**config.mk**
```make
export PLATFORM = sky130hd
export DESIGN_NAME = button_word_entry
export DESIGN_NICKNAME = d
export VERILOG_FILES = /design/src/rtl/button_entry_pkg.sv /design/src/rtl/btn_conditioner.sv /design/src/rtl/button_word_entry.sv
export SDC_FILE = /design/constraint.sdc
export NUM_CORES = 1
export LEC_CHECK = 0
export ABC_AREA = 1
export CORE_MARGIN = 2
export CORE_UTILIZATION = 58
export CTS_CLUSTER_SIZE = 12
export DETAILED_ROUTE_END_ITERATION = 10
export MAX_ROUTING_LAYER = met4
export PLACE_DENSITY_LB_ADDON = 0.25
export SLEW_MARGIN = 0
export SYNTH_ARGS = -nofsm -noshare
export SYNTH_HDL_FRONTEND = slang
export SYNTH_HIERARCHICAL = 1
export SYNTH_SLANG_ARGS = --single-unit
```
**constraint.sdc**
```tcl
create_clock -name clk -period 4.26 [get_ports clk]
set_input_delay 0.852 -clock clk [delete_from_list [all_inputs] [get_ports clk]]
set_output_delay 0.852 -clock clk [all_outputs]
set_load 0.02 [all_outputs]
```
**src/rtl/button_entry_pkg.sv**
```systemverilog
`default_nettype none
// +----------------------------------------------------------------------+
// | Module   : button_entry_pkg                                          |
// | Brief    : Shared constants and event codes for button word entry    |
// | Revision : 1.0  initial release                                      |
// +----------------------------------------------------------------------+
package button_entry_pkg;

  // Fill-mode selectors for the MODE parameter
  localparam int MODE_SHIFT = 0;
  localparam int MODE_LOCK  = 1;

  // One decoded edit event per cycle after priority resolution
  typedef enum logic [2:0] {
    EV_NONE   = 3'd0,
    EV_ZERO   = 3'd1,
    EV_ONE    = 3'd2,
    EV_DEL    = 3'd3,
    EV_COMMIT = 3'd4
  } event_t;

endpackage
`default_nettype wire

```
**src/rtl/btn_conditioner.sv**
```systemverilog
`default_nettype none
// +----------------------------------------------------------------------+
// | Module   : btn_conditioner                                           |
// | Brief    : 2-FF synchroniser, debouncer and rising-edge press pulse  |
// | Revision : 1.0  initial release                                      |
// +----------------------------------------------------------------------+
module btn_conditioner #(
  parameter int DEB_CYC = 16
) (
  input  logic clk,
  input  logic reset,
  input  logic raw,
  output logic press
);

  // Counter only has to reach DEB_CYC-1; keep at least one bit for DEB_CYC=1
  localparam int              c_CNT_W    = (DEB_CYC > 1) ? $clog2(DEB_CYC) : 1;
  localparam logic [c_CNT_W-1:0] c_CNT_LAST = c_CNT_W'(DEB_CYC - 1);

  logic               r_s1;
  logic               r_s2;
  logic               r_level;
  logic               r_level_q;
  logic [c_CNT_W-1:0] r_cnt;
  logic               r_press;

  // Bring the asynchronous button level into the clock domain
  always_ff @(posedge clk) begin
    if (reset) begin
      r_s1 <= 1'b0;
      r_s2 <= 1'b0;
    end else begin
      r_s1 <= raw;
      r_s2 <= r_s1;
    end
  end

  // Accept a new level only after DEB_CYC consecutive disagreeing samples
  always_ff @(posedge clk) begin
    if (reset) begin
      r_level <= 1'b0;
      r_cnt   <= '0;
    end else if (r_s2 != r_level) begin
      if (r_cnt == c_CNT_LAST) begin
        r_level <= r_s2;
        r_cnt   <= '0;
      end else begin
        r_cnt <= r_cnt + c_CNT_W'(1);
      end
    end else begin
      r_cnt <= '0;
    end
  end

  // One-cycle pulse on the edge after the debounced level rises
  always_ff @(posedge clk) begin
    if (reset) begin
      r_level_q <= 1'b0;
      r_press   <= 1'b0;
    end else begin
      r_level_q <= r_level;
      r_press   <= r_level & ~r_level_q;
    end
  end

  assign press = r_press;

endmodule
`default_nettype wire

```
**src/rtl/button_word_entry.sv**
```systemverilog
`default_nettype none
// +----------------------------------------------------------------------+
// | Module   : button_word_entry                                         |
// | Brief    : Push-button N-bit word capture with delete and commit     |
// | Revision : 1.0  initial release                                      |
// +----------------------------------------------------------------------+
module button_word_entry
  import button_entry_pkg::*;
#(
  parameter int N       = 8,
  parameter int DEB_CYC = 16,
  parameter int MODE    = 0
) (
  input  logic                     clk,
  input  logic                     reset,
  input  logic                     zeroes,
  input  logic                     ones,
  input  logic                     del,
  input  logic                     commit,
  output logic [N-1:0]             bus,
  output logic [$clog2(N+1)-1:0]   count,
  output logic                     full,
  output logic [N-1:0]             word,
  output logic                     word_valid,
  output logic                     overflow
);

  localparam int c_CW = $clog2(N + 1);

  logic [3:0]      w_raw;
  logic [3:0]      w_press;
  event_t          w_event;
  logic            w_full;
  logic [N-1:0]    w_shifted;

  logic [N-1:0]    r_bus;
  logic [c_CW-1:0] r_cnt;
  logic [N-1:0]    r_word;
  logic            r_word_valid;
  logic            r_overflow;

  logic [N-1:0]    w_bus_nxt;
  logic [c_CW-1:0] w_cnt_nxt;
  logic [N-1:0]    w_word_nxt;
  logic            w_wv_nxt;
  logic            w_ov_nxt;

  // Bit order matches the priority encoder below: commit, del, ones, zeroes
  assign w_raw = {commit, del, ones, zeroes};

  for (genvar gi = 0; gi < 4; gi++) begin : g_btn
    btn_conditioner #(
      .DEB_CYC (DEB_CYC)
    ) u_cond (
      .clk   (clk),
      .reset (reset),
      .raw   (w_raw[gi]),
      .press (w_press[gi])
    );
  end

  assign w_full    = (r_cnt == c_CW'(N));
  assign w_shifted = {r_bus[N-2:0], (w_event == EV_ONE)};

  // Resolve simultaneous presses: commit beats del beats a lone data button
  always_comb begin
    w_event = EV_NONE;
    if (w_press[3]) begin
      w_event = EV_COMMIT;
    end else if (w_press[2]) begin
      w_event = EV_DEL;
    end else if (w_press[1] ^ w_press[0]) begin
      w_event = w_press[1] ? EV_ONE : EV_ZERO;
    end
  end

  // Next-state of the word datapath for the resolved event
  always_comb begin
    w_bus_nxt  = r_bus;
    w_cnt_nxt  = r_cnt;
    w_word_nxt = r_word;
    w_wv_nxt   = 1'b0;
    w_ov_nxt   = 1'b0;
    case (w_event)
      EV_ZERO, EV_ONE: begin
        if (!w_full) begin
          w_bus_nxt = w_shifted;
          w_cnt_nxt = r_cnt + c_CW'(1);
        end else begin
          w_ov_nxt = 1'b1;
          if (MODE == MODE_SHIFT) begin
            w_bus_nxt = w_shifted;
          end
        end
      end
      EV_DEL: begin
        if (r_cnt != '0) begin
          w_bus_nxt = r_bus >> 1;
          w_cnt_nxt = r_cnt - c_CW'(1);
        end
      end
      EV_COMMIT: begin
        w_word_nxt = r_bus;
        w_wv_nxt   = 1'b1;
      end
      default: ;
    endcase
  end

  // Datapath registers
  always_ff @(posedge clk) begin
    if (reset) begin
      r_bus        <= '0;
      r_cnt        <= '0;
      r_word       <= '0;
      r_word_valid <= 1'b0;
      r_overflow   <= 1'b0;
    end else begin
      r_bus        <= w_bus_nxt;
      r_cnt        <= w_cnt_nxt;
      r_word       <= w_word_nxt;
      r_word_valid <= w_wv_nxt;
      r_overflow   <= w_ov_nxt;
    end
  end

  assign bus        = r_bus;
  assign count      = r_cnt;
  assign full       = w_full;
  assign word       = r_word;
  assign word_valid = r_word_valid;
  assign overflow   = r_overflow;

endmodule
`default_nettype wire

```
==> results.txt, run 1 <==
Final count of pins violating max slew: 0. Static timing analysis puts the maximum clock frequency at 402 MHz. The logs give 0 for the number of endpoints with negative hold slack in the final report and 7320 um for the global-route wire length before repair. The logs give 22 for the number of core rows and 0 for the number of endpoints failing setup at the final stage. The DRC violation count after routing is 0, and the portion of the clock cycle consumed by the worst path in the final layout is 58.4%. In this run the number of H-tree levels came out at 3. The run gives 75.2% as the final core utilization. Counting along the longest clock path gives a buffer depth of 2. STA puts the critical path data arrival time at 1640 ps.

On the final layout, the worst clock skew is 5.81 ps. The number of flops mapped to enable cells by yosys is 0. The overflow left after global routing was 0.

For the finished layout, the period the worst path requires is 2490 ps. The filler cells instantiated in the layout total 303. In the final routed layout, each cell accounts on average for 10.8 um. The average cell area after synthesis is 7.85 um^2, and the total of hold buffers inserted after clock tree synthesis is 0. The category of the most critical setup path is flop to primary output. In the routed layout, each cell is associated on average with a via count of 4.90.

Summed over all instances, the cell type with the most area after synthesis is dfxtp_1. The clock net in this run drives a total of 58 sinks. Setup repair after global routing left no endpoint under its margin.

For the post-CTS setup buffer count, the log shows 0. The aggregate negative setup slack was 0 ps; the number of distinct standard cells referenced by the synthesized netlist was 24. Measured against its own limit, the worst slew margin works out to 69.9%. For the leakage power figure, the log shows 1.18 nW. In the post-synthesis netlist, the biggest area contributors are dfxtp_1 50%, nor2_1 10%, nand2_1 7.5%. The area added between synthesis and finish was 22.0%. Summed over all nets, the half-perimeter wirelength after detailed placement is 2980 um. The first detailed-routing pass took 4 iterations.

The power per standard cell area was 362 nW/um^2. The logs give 1811 for the number of global-route vias before repair and 1878 for the via total after detailed routing. The detailed router finished its first iteration with 70 violations. The placed cell count came out at 367. For the worst setup path, the data required time is 3410 ps.

During I/O placement, the number of pins put on the boundary was 29. The worst hold path belongs to the class flop to flop. The fraction of synthesized cell area taken by the top area cell type works out to 50.3%. The pre-CTS setup slack was 2030 ps. The tools report the combined area of the multi-input logic cells as 960 um^2.

Clock-pin slew was measured on the worst setup and hold paths at 60 ps. At the later pin of the worst-skew pair, clock insertion delay measures 320 ps. Global routing used 22.5% of the available tracks across all layers. The share of post-route cells with drive strength above 1 was 10.1%.

The net count after synthesis came out at 307. The flow ran to the end, and the final reports show no timing, DRC or antenna violations. Of all nets on the critical path, the largest fanout is 6. The die is 67.1 um wide. The die covers 4500 um^2. The root buffer cell chosen for the clock tree is clkbuf_8.

The core area was 3740 um^2. Among all flip-flop cells after synthesis, the most frequent one is dfxtp_1. The number of instances in the synthesized netlist is 294, and the final net count is 343. The initial utilization of the core area, before any placement, comes to 61.7%. The number of synthesized register bits came out at 58. The commonest cells after synthesis are 62 x nor2_1, 58 x dfxtp_1, 46 x nand2_1, 39 x inv_1, 22 x o21ai_0.

The tools report the final setup slack of the worst path as 1770 ps. During synthesis, Yosys emitted a total of 6 warnings. The floorplan step set the die height to 67.1 um.

The run gives 0 as the number of antenna cells inserted. The number of antenna violations at the first check in global routing came out at 0. The most numerous cell in the Yosys netlist was nor2_1. The share of the Yosys chip area taken by registers is 50.3%.

Leaving out filler cells and counting taps, the final layout contains 383. The overall routed net length was 4140 um. The maximum resistive drop on vdd was 0.000255 V; the number of buffers inserted by port buffering was 28.

The slew at the pin closest to its max-slew limit is 450 ps. Routability-driven placement finished with a final weighted congestion of 0.792. The post-synth design cell area is 2310 um^2.

The number of gates resized after CTS was 0; the share of synthesized registers carrying an async set or reset was 0%. The critical path capture point type was a primary output. For the total area of sequential cells, the log shows 1160 um^2. TritonCTS built the clock tree. The maximum number of pins on one net before global-route repair is 31.

Max-cap violations in this run came to 0. The detail route stage leaves a number of antenna-violating nets equal to 0. In this run, CTS created clock tree buffers numbering 9.

The tools report the type of origin of the critical path as a flop.
## cells in the final DEF (no fill, tap or decap), types with 8 or more instances in the layout
master and n:
nor2_1 62, dfxtp_1 58, nand2_1 46, inv_1 39, clkdlybuf4s50_1 28, o21ai_0 22
a21oi_1 12, clkbuf_8 12, nand3_1 10, nand3_2 8
## kinds of logic (layout without fill, tap and decap cells)
family | count (synthesis) | in the layout | share of synthesized area, %
flip-flops | 58 | 58 | 50.3
buffers and inverters | 47 | 88 | 8.13
adder cells (fa/ha/maj) | 7 | 7 | 4.12
AND/OR/NAND/NOR | 140 | 140 | 27.2
AO/OA/AOI/OAI | 37 | 37 | 8.35
XOR/XNOR | 5 | 5 | 1.90
## through the flow
stage	cell area, um^2	hold slack [ps]	total power [W]
global route	2820	403	0.00106
global placement	2630	378	0.000581
finish	2820	387	0.00102
floorplan	2310	374	0.000571
CTS	2820	388	0.00103
detailed placement	2630	380	0.000583
## power by group
group,leakage [nW],switching [W],internal (W),total (W)
Combinational,0.618,0.0000120,0.00000851,0.0000206
Clock,0.0965,0.000193,0.000257,0.000450
Sequential,0.469,0.00000284,0.000547,0.000550
Total,1.18,0.000208,0.000813,0.00102
## worst paths after layout
path / startpoint / to / slack, ps / depth (start not counted)
min: g_btn[2].u_cond/r_level_q / g_btn[2].u_cond/press / 390 / 1
min reg2reg: g_btn[2].u_cond/r_level_q / g_btn[2].u_cond/press / 390 / 1
max: count[3] / full / 1770 / 3
max reg2reg: g_btn[3].u_cond/press / count[3] / 2340 / 11
## worst max-delay path: stages, from the launching register on
cell and delay, ps:
dfxtp_1 430, nand2_1 90, nor2_1 160, clkdlybuf4s50_1 630
## registers in the layout (all words and copies together), names as in the netlist
name	cells
g_btn.u_cond/r_cnt	16
bus	8
word	8
count	4
g_btn.u_cond/press	4
g_btn.u_cond/r_level	4
g_btn.u_cond/r_level_q	4
g_btn.u_cond/r_s1	4
g_btn.u_cond/r_s2	4
overflow	1
word_valid	1
## metal layers
layer  global-route usage [%]  wire length, um
met1                     24.9             1930
met3                     6.25              151
met5                        -                0
met4                     12.0               35
met2                     36.8             2030
## layout make-up
class                           instances  share of cell area (%)
Clock buffer                           14                    6.13
Multi-Input combinational cell        189                    34.1
Tap cell                               48                    2.13
Clock inverter                          2                   0.356
Timing Repair Buffer                   29                    10.2
Sequential cell                        58                    41.2
Inverter                               43                    5.82
Note: power is estimated with default switching activity, not from simulation.
==> run 2: changes to the inputs <==
--- a/config.mk
+++ b/config.mk
@@ -7,7 +7,7 @@
 export LEC_CHECK = 0
 export ABC_AREA = 1
 export CORE_MARGIN = 2
-export CORE_UTILIZATION = 58
+export CORE_UTILIZATION = 54
 export CTS_CLUSTER_SIZE = 12
 export DETAILED_ROUTE_END_ITERATION = 10
 export MAX_ROUTING_LAYER = met4
==> constraint.sdc (replaced) <==
create_clock -name clk -period 2.45 [get_ports clk]
set_input_delay 0.49 -clock clk [delete_from_list [all_inputs] [get_ports clk]]
set_output_delay 0.49 -clock clk [all_outputs]
set_load 0.02 [all_outputs]
==> run 2 against run 1 <==
Power increased by 74%. Cell area rose by 0.36%. Combinational power increased by 75%. Via count fell by 1.4%. Count of clock-buffer cells in the layout unchanged. Die area is 6.9% higher. Largest power group unchanged. Critical path type unchanged. Hold slack about the same. Sequential power up 74%. First-iteration DRC count increased by 76%. Setup slack worse by 1400 ps. Largest cell class unchanged. Critical path depth is 1 higher.
==> results.txt, run 2 (synthesis gave the netlist of run 1 again) <==
For the finished layout, the period the worst path requires is 2100 ps. The logs give 4810 um^2 (+6.9%) for the area of the die and 7210 um (-1.5%) for the global-route wire length before repair. The slew at the pin closest to its max-slew limit is 407 ps (-43.8 ps). The tools report the number of clock sinks as 58 (unchanged). The logs give 0 (unchanged) for the number of endpoints with negative hold slack in the final report and 29 (unchanged) for the I/O pin count. Post-CTS setup buffer count: 0 (unchanged). Number of buffers on the longest clock path: 2 (unchanged). The depth of the most critical reg-to-reg path is 12 (+1), and the final weighted congestion of routability-driven global placement is 0.777 (-1.9%). The share of post-route cells with drive strength above 1 is 10.4% (+0.27 points).

The maximum number of pins on one net before global-route repair was 30 (-3.2%); the height of the die was 69.4 um (+3.4%). The cell count of the worst hold path is 1 (unchanged), and the maximum resistive drop on vdd is 0.000411 V (+61%). Traced cell by cell, the critical path runs through inv_1 -> nand2_1 -> nor2_1 -> clkdlybuf4s50_1.

In the layout the commonest cells are 62 x nor2_1, 58 x dfxtp_1, 46 x nand2_1. The area added between synthesis and finish is 22.4%, and the headroom to the max-slew limit is 72.9% (+2.9 points). The tools report the final net count as 344 (+0.29%). Counting flops per register, the top entry is g_btn.u_cond/r_cnt.

The cell family contributing the most delay on the critical path is buffers and inverters. For the worst hold margin, the log shows 386 ps (-0.222 ps). Derived from the worst setup path, the maximum achievable clock frequency is 477 MHz. The logs give 1.19 nW (+0.46%) for the leakage power figure and 56.9% (-4.8 points) for the starting utilization of the core area. The latest clock arrival within the worst-skew pair is 330 ps (about the same). The starting DRC count in detailed routing is 123 (+76%). Combined area of the multi-input logic cells: 960 um^2 (unchanged). Dividing the final minimum period by the clock period gives 85.6%. TritonCTS built the clock tree.

The run gives 0 (unchanged) as the number of endpoints failing setup at the final stage. The tree is rooted in a clkbuf_8. The number of antenna violations at the first check in global routing was 0 (unchanged).

Cell count along the critical path: 4 (+1). The width of the die was 69.4 um (+3.4%); the core area was 4060 um^2 (+8.4%). The via total after detailed routing is 1852 (-1.4%).

Setup repair after global routing left no endpoint under its margin. The tools report the critical path data arrival time as 1610 ps (-30 ps). The worst setup path is of the flop to primary output kind. The number of antenna cells inserted came out at 0 (unchanged). The overall routed net length is 3950 um (-4.6%), and the final count of pins violating max slew is 0 (unchanged).

The flow ran to the end, and the final reports show no timing, DRC or antenna violations. The required arrival time at the worst endpoint is 1960 ps (-1450 ps). Routed length per instance: 10.2 um (-5.3%). The most common library cell in the layout ignoring fill and taps was nor2_1.

The logs give 332 (+9.6%) for the fill cell instance count of the final layout and 0 (unchanged) for the residual antenna-violating net count after detailed routing. The total half-perimeter wirelength after legalization and detailed placement is 2800 um (-5.7%), and the CTS clock-pin slew for the worst setup and hold paths is 60 ps (about the same). The number of H-tree levels was 3 (unchanged). Overflow left after global routing: 0 (unchanged). On the critical path, the stage with the largest delay is an instance of clkdlybuf4s50_1.

STA classifies the critical path endpoint as a primary output. The power per standard cell area came out at 629 nW/um^2 (+74%). The number of core rows was 23 (+4.5%).

The number of global-route vias before repair is 1767 (-2.4%), and the top fanout value on the critical path is 5 (-1). The tools report the total of hold buffers inserted after clock tree synthesis as 0 (unchanged). The post-route clock skew is 6.93 ps (+1.12 ps). The aggregate negative setup slack is 0 ps (unchanged), and the detailed-route vias per instance is 4.80 (-2.2%). Stage delay of the slowest cell on the critical path: 620 ps (about the same). The tools report the overall fraction of global-route tracks in use as 19.4% (-3.1 points). Path class of the lowest-slack min-delay path: flop to flop. The run gives 0 (unchanged) as the DRC violation count after routing.

The number of buffers inserted by port buffering works out to 28 (unchanged). Total area of sequential cells: 1160 um^2 (unchanged). The tools report the number of maximum-capacitance violations as 0 (unchanged). The count of buffering cells on the critical path with inverters included is 2 (+1). The logs give 0 (unchanged) for the number of gates resized after CTS and 4 (unchanged) for the total iterations of the first detailed-routing run. The tools report the total clock buffers created by CTS as 9 (unchanged). The number of flip-flops under the largest register name works out to 16 (unchanged).

The type of origin of the critical path is a flop.
-- run 2: path summary, 6_finish.rpt --
check | end | startpoint | slack, ps
worst max-delay path | full | count[0] | 350
worst min-delay path | g_btn[2].u_cond/press | g_btn[2].u_cond/r_level_q | 390
worst max register to register | count[3] | g_btn[3].u_cond/press | 720
worst min register to register | g_btn[2].u_cond/press | g_btn[2].u_cond/r_level_q | 390
-- run 2: worst reg2reg max path: cells and delay by family (launching register included) --
| kind | cells | cell delay (ps) |
|---|---|---|
| DFF | 1 | 300 |
| adders and majority gates | 1 | 320 |
| AOI/OAI and AO/OA | 1 | 130 |
| and+or+nand+nor | 7 | 570 |
| buffers and inverters | 3 | 360 |
-- run 2: per-stage QoR --
stage          util, %  total power [W]  instance area, um^2  std cells  setup slack [ps]
6_report          69.6          0.00178                 2830        386               352
3_5_place_dp      65.1          0.00101                 2640        370               713
4_1_cts           69.6          0.00180                 2830        386               346
5_1_grt           69.6          0.00184                 2830        386               243
2_1_floorplan        -         0.000993                 2310        294               988
3_3_place_gp      65.1          0.00101                 2640        370               732
-- run 2: layout make-up --
| cell class | instances | area share, % |
|---|---|---|
| Inverter | 43 | 5.80 |
| Timing Repair Buffer | 30 | 10.5 |
| Clock buffer | 14 | 6.11 |
| Sequential cell | 58 | 41.1 |
| Multi-Input combinational cell | 189 | 34.0 |
| Tap cell | 50 | 2.21 |
| Clock inverter | 2 | 0.354 |
-- run 2: layer usage --
metal,wire [um],part of all wire (%),vias to the layer above,GRT usage (%)
li1,-,-,989,-
met1,1840,47,823,22.1
met2,1830,46,29,29.9
met3,163,4.1,11,4.94
met4,112,2.8,0,13.3
met5,0,0,-,-
-- run 2: power breakdown --
group | internal [W] | switching, W | leakage, nW
sequential | 0.000952 | 0.00000450 | 0.469
clock | 0.000447 | 0.000339 | 0.0965
combinational | 0.0000148 | 0.0000212 | 0.624
==> run 3: changes to the inputs <==
--- a/config.mk
+++ b/config.mk
@@ -12,6 +12,7 @@
 export DETAILED_ROUTE_END_ITERATION = 10
 export MAX_ROUTING_LAYER = met4
 export PLACE_DENSITY_LB_ADDON = 0.25
+export SKIP_CTS_REPAIR_TIMING = 1
 export SLEW_MARGIN = 0
 export SYNTH_ARGS = -nofsm -noshare
 export SYNTH_HDL_FRONTEND = slang
==> results of run 3 <==
The final DEF is identical to that of run 2; final timing and power are the same.
